## config.mk

```make
export PLATFORM = sky130hd
export DESIGN_NAME = dmem_posted_responder
export DESIGN_NICKNAME = d
export VERILOG_FILES = /design/src/rtl/dmem_posted_responder.sv
export SDC_FILE = /design/constraint.sdc
export NUM_CORES = 2
export LEC_CHECK = 0
export CORE_MARGIN = 3
export CORE_UTILIZATION = 50
export CTS_CLUSTER_DIAMETER = 120
export DETAILED_ROUTE_END_ITERATION = 12
export PLACE_DENSITY = 0.68
export SLEW_MARGIN = 20
export SYNTH_ARGS = -nofsm -noshare
export SYNTH_HDL_FRONTEND = slang
export SYNTH_SLANG_ARGS = --single-unit
```

## constraint.sdc

```tcl
create_clock -name clk -period 4.6 [get_ports clk]
set_clock_uncertainty 0.15 [all_clocks]
set_input_delay 0.46 -clock clk [delete_from_list [all_inputs] [get_ports clk]]
set_output_delay 0.46 -clock clk [all_outputs]
set_load 0.01 [all_outputs]
```

## src/rtl/dmem_posted_responder.sv

```systemverilog
// rtl/dmem_posted_responder.sv - M-stage data memory with posted-write FIFO draining into a slow word RAM.
// Loads bypass the FIFO (youngest matching store wins); stores stall only when the FIFO is full.
module dmem_posted_responder #(
  parameter int DEPTH_WORDS  = 64,
  parameter int BUF_DEPTH    = 4,
  parameter int DRAIN_CYCLES = 3
) (
  input  logic                         clk,
  input  logic                         reset,
  input  logic                         we,
  input  logic [31:0]                  addr,
  input  logic [31:0]                  wdata,
  output logic [31:0]                  rdata,
  output logic                         stall,
  output logic                         pending,
  output logic [$clog2(BUF_DEPTH):0]   count
);

  localparam int AW = $clog2(DEPTH_WORDS);
  localparam int BW = $clog2(BUF_DEPTH);
  localparam int DW = (DRAIN_CYCLES > 1) ? $clog2(DRAIN_CYCLES) : 1;

  typedef enum logic {IDLE, DRAIN} state_t;

  state_t            state;
  logic [BW-1:0]     wr_ptr;
  logic [BW-1:0]     rd_ptr;
  logic [DW-1:0]     drain_cnt;
  logic [BW:0]       count_next;
  logic [BW-1:0]     pos;

  logic [AW-1:0]     buf_idx  [BUF_DEPTH];
  logic [31:0]       buf_data [BUF_DEPTH];
  logic [31:0]       ram      [DEPTH_WORDS];

  logic [AW-1:0]     widx;
  logic              full;
  logic              push;
  logic              commit;
  logic              unused_addr_bits;

  assign widx             = addr[AW+1:2];
  assign unused_addr_bits = ^{addr[31:AW+2], addr[1:0]};

  // Full is decoded from the registered count, so a same-edge commit never admits a store.
  assign full   = (count == (BW+1)'(BUF_DEPTH));
  assign stall  = we & full;
  assign push   = we & ~full;
  assign commit = (state == DRAIN) && (drain_cnt == DW'(DRAIN_CYCLES - 1));

  always_comb begin
    count_next = count;
    case ({push, commit})
      2'b10:   count_next = count + 1'b1;
      2'b01:   count_next = count - 1'b1;
      default: count_next = count;
    endcase
  end

  always_ff @(posedge clk or posedge reset) begin
    if (reset) begin
      state     <= IDLE;
      wr_ptr    <= '0;
      rd_ptr    <= '0;
      count     <= '0;
      drain_cnt <= '0;
      pending   <= 1'b0;
    end else begin
      if (push)
        wr_ptr <= wr_ptr + 1'b1;
      if (commit)
        rd_ptr <= rd_ptr + 1'b1;
      count   <= count_next;
      pending <= (count_next != '0);
      case (state)
        IDLE: begin
          drain_cnt <= '0;
          if (count_next != '0)
            state <= DRAIN;
        end
        DRAIN: begin
          if (commit)
            drain_cnt <= '0;
          else
            drain_cnt <= drain_cnt + 1'b1;
          if (count_next == '0)
            state <= IDLE;
        end
        default: state <= IDLE;
      endcase
    end
  end

  // Buffer and RAM arrays carry no reset; a reset simply forgets the buffered entries.
  always_ff @(posedge clk) begin
    if (push) begin
      buf_idx[wr_ptr]  <= widx;
      buf_data[wr_ptr] <= wdata;
    end
    if (commit)
      ram[buf_idx[rd_ptr]] <= buf_data[rd_ptr];
  end

  // Walk oldest to youngest so the last match left standing is the youngest store.
  always_comb begin
    rdata = ram[widx];
    pos   = '0;
    for (int i = 0; i < BUF_DEPTH; i++) begin
      pos = rd_ptr + BW'(i);
      if (((BW+1)'(i) < count) && (buf_idx[pos] == widx))
        rdata = buf_data[pos];
    end
  end

endmodule
```

==> flow_summary_export.csv <==
group,metric,value,unit
status,outcome,"finished, violations left",
status,violations,"setup timing",
cells_and_area,fin_area,0.1023,mm²
placed_design,gp_congestion,0.8347,
die,num_rows,153,
die,start_util,50.45,%
power,switching_share,28.34,%
die,die_w,425.5,µm
placed_design,hpwl,125.3,mm
min_path,holdCritPathClass,"input port to register",
die,die_h,425.5,µm
die,die-area,0.1810,mm²
synth,ys_seq_area_share,75.40,%
synth,syn_avg_cell_area,20.65,µm²
detailed_routing,vias_per_cell,6.470,
power,p_int,0.03935,W
synth,async_flop_share,0.4975,%
sta,period_minus_slack,4684,ps
critical_path,regToRegSetupSlack,770,ps
clock_tree,clock-sinks,2211,
synth,yosys.area_share.simple,2.056,%
synth,synth-compound-area-share,4.931,%
sta,max_freq,213.5,MHz
global_routing,grt_antenna_before_repair,6,
power,p_per_area,536.5,mW/mm²
sta,slew_headroom,28.02,%
clock_tree,clock_latency,830,ps
die,io_pins,104,
detailed_routing,finalWirelength,220.5,mm
detailed_routing,drt_iter0_drc,5897,
global_routing,first_global_vias,45880,
global_routing,grt_max_degree,162,
synth,ys.flop_type,"edfxtp_1",
sta,rsz0062_at_grt,"true",
detailed_routing,drt_first_pass_iters,6,
power,power_frac_comb,20.4,%
critical_path,crit_slowest_cell,"clkdlybuf4s50_1",
critical_path,reg2reg_to,"ram[54][17]$_DFFE_PP_",
power,p_leak,32.21,nW
sta,tightest_slew,1070,ps
power,p_sw,0.01556,W
sta,slew_viol_final,0,
synth,syn_nets,4339,
clock_tree,path_clk_slew,60,ps
cells_and_area,final_net_count,4692,
cells_and_area,layout_common_cells,"2200 x edfxtp_1, 526 x mux4_2, 237 x buf_4, 215 x a22oi_1, 215 x clkbuf_16",
sta,period_share,101.8,%
critical_path,crit_arrival,4070,ps
cells_and_area,utilization,58.69,%
critical_path,crit_buf_inv,4,
critical_path,crit_path_start_kind,"register",
synth,synth_top_family_by_area,"multiplexers",
global_routing,grt_remaining_overflow,0,
clock_tree,cts_tree,"yes",
synth,ys_ff_latch,2211,
cells_and_area,drive_gt1_share,29.53,%
critical_path,crit_fanout,26,
synth,synthCells,4261,
synth,synth-xor-area-share,0.2944,%
placed_design,place_area,0.09469,mm²
sta,setup_viol,2,
placed_design,port_buffers,77,
clock_tree,clk_path_buf_depth,3,
synth,synth_edf_count,2200,
clock_tree,cts_made_buffers,211,
critical_path,crit_chain,"buf_12 -> clkinv_2 -> mux2i_4 -> xnor2_2 -> o221a_4 -> bufbuf_16 -> nand4_1 -> a22oi_1 -> a2bb2oi_2 -> clkdlybuf4s50_1",
sta,setup_ws,-83.80,ps
power,clockPowerShare,31.0,%
synth,ys_types,68,
critical_path,path_class,"register to output pin",
synth,syn_area,0.08798,mm²
power,seqPwrFrac,48.6,%
clock_tree,clock_tree.root_cell,"clkbuf_16",
detailed_routing,vias,46060,
critical_path,timing.rr.start,"rd_ptr[1]$_DFFE_PP0P_",
job,cap_violations,0,
synth,synthAdderAreaFrac,0.1564,%
detailed_routing,drc_errors,0,
global_routing,grt_usage,24.28,%
power,ir_drop,0.5279,mV
critical_path,worstSetupStartpoint,"rd_ptr[0]$_DFFE_PP0P_",
critical_path,cp_top_family,"buffers and inverters",
global_routing,grt_pass1_wl,319.9,mm
critical_path,cp.depth,10,
cells_and_area,layout_commonest_cell,"edfxtp_1",
critical_path,critPathCapture,"rdata[15]",
clock_tree,h-tree-depth,4,
critical_path,crit_path_end_kind,"output pin",
sta,hold_viol,0,
synth,synthMuxAreaShare,15.54,%
cells_and_area,area_growth,16.33,%
critical_path,worst_ep_required_time,3990,ps
detailed_routing,drtAntennaViolNets,0,
die,coreArea,0.1744,mm²
detailed_routing,avgRoutedWirePerCell,30.97,µm
critical_path,max_stage_delay,560,ps
synth,ys.warnings.count,0,
critical_path,reg2reg_depth,8,
min_path,hold_path_depth,2,
[worst min-delay path by stage]
stage / startpoint / end / slack (ps)
2_1_floorplan: reset / count[0]$_DFF_PP0_ / 160
3_3_place_gp: drain_cnt[0]$_DFF_PP0_ / drain_cnt[0]$_DFF_PP0_ / 280
3_5_place_dp: drain_cnt[0]$_DFF_PP0_ / drain_cnt[0]$_DFF_PP0_ / 290
6_report: addr[4] / buf_idx[1][2]$_DFFE_PP_ / 90
5_1_grt: addr[4] / buf_idx[3][2]$_DFFE_PP_ / 60
4_1_cts: addr[4] / buf_idx[1][2]$_DFFE_PP_ / 20
[final cells by class]
cell class                      count  area, µm²
Antenna cell                        3      7.507
Clock buffer                      255       5466
Clock inverter                    135       1324
Fill cell                       12190      72050
Inverter                           36      136.4
Multi-Input combinational cell   1736      21550
Sequential cell                  2211      66350
Tap cell                         2325       2909
Timing Repair Buffer              418       4601
[cells in the mapped netlist, types with 4 or more instances]
library cell / instances / area (µm²)
a221o_1: 27 / 270.3
nand3_1: 20 / 100.1
ha_1: 11 / 137.6
buf_1: 50 / 187.7
buf_6: 12 / 135.1
and3_1: 5 / 31.28
a21oi_1: 171 / 855.8
a211o_1: 25 / 219.0
dfrtp_1: 11 / 275.3
inv_1: 35 / 131.4
nor2_1: 136 / 510.5
o21a_1: 27 / 202.7
edfxtp_1: 2200 / 66060
a22oi_1: 218 / 1637
a32oi_1: 4 / 35.03
buf_4: 9 / 67.56
o21ai_0: 44 / 220.2
or3_1: 6 / 37.54
mux2_2: 42 / 473.0
and2_1: 10 / 62.56
mux4_2: 526 / 11850
or2_2: 5 / 31.28
nand2_1: 70 / 262.8
xnor2_1: 21 / 183.9
a221oi_1: 21 / 183.9
nand4_1: 56 / 350.3
mux2i_1: 135 / 1351
o21ai_1: 4 / 20.02
nor2b_1: 10 / 62.56
o22ai_1: 12 / 75.07
a22o_1: 15 / 131.4
a2bb2oi_1: 22 / 192.7
buf_2: 96 / 480.5
nor3_1: 12 / 60.06
o211ai_1: 7 / 52.55
clkbuf_1: 112 / 420.4
nor4_1: 24 / 150.1
[metal layers]
layer,wire [µm],vias to the layer above,GRT usage [%]
li1,-,18770,-
met3,21420,345,4.949
met5,0,-,0
met2,104200,2479,37.61
met1,89410,24470,35.78
met4,5440,0,6.017
[flip-flops by register name (all words and copies together) (netlist names)]
signal     count
wr_ptr         2
rd_ptr         2
buf_idx       24
ram         2048
count          3
pending        1
state          1
buf_data     128
drain_cnt      2
[power by group through the flow]
stage	registers [W]	clock network, W	logic (W)
3_3_place_gp	0.0271	0	0.0100
2_1_floorplan	0.0273	0	0.00588
6_report	0.0267	0.0170	0.0112
4_1_cts	0.0267	0.0172	0.0108
3_5_place_dp	0.0272	0	0.0104
5_1_grt	0.0267	0.0181	0.0120
[per-stage QoR]
stage | setup WS [ps] | cells | total power [W] | setup TNS (ps) | hold slack, ps
floorplan | -65.98 | 4261 | 0.03319 | -65.98 | 162.4
global placement | -224.7 | 6687 | 0.03712 | -1159 | 275.8
detailed placement | -198.5 | 6687 | 0.03758 | -863.9 | 285.3
CTS | -235.1 | 7096 | 0.05475 | -837.7 | 23.45
global route | -230.1 | 7117 | 0.05674 | -1244 | 62.58
finish | -83.80 | 7119 | 0.05491 | -148.6 | 94.86
[cells by family after synthesis]
family	after synthesis
compound gates	625
simple gates	369
fa+ha+maj	11
flops	2211
buf+inv	315
xor+xnor	27
mux	703
[worst register-to-register path, delay by kind of cell (launching register included)]
| family | cells | cell delay, ps |
|---|---|---|
| simple gates | 4 | 1800 |
| mux | 1 | 190 |
| flops | 1 | 560 |
| buf+inv | 2 | 440 |
| compound gates | 1 | 350 |
[repair_timing]
item	4_1_cts	5_1_grt
hold endpoints to repair	11	0
hold buffers	1	0
cloned	3	4
setup buffers	15	16
gates resized for setup	89	63
setup endpoints to repair	32	29
pin swaps	5	21
Note: power is estimated with default switching activity, not from simulation.
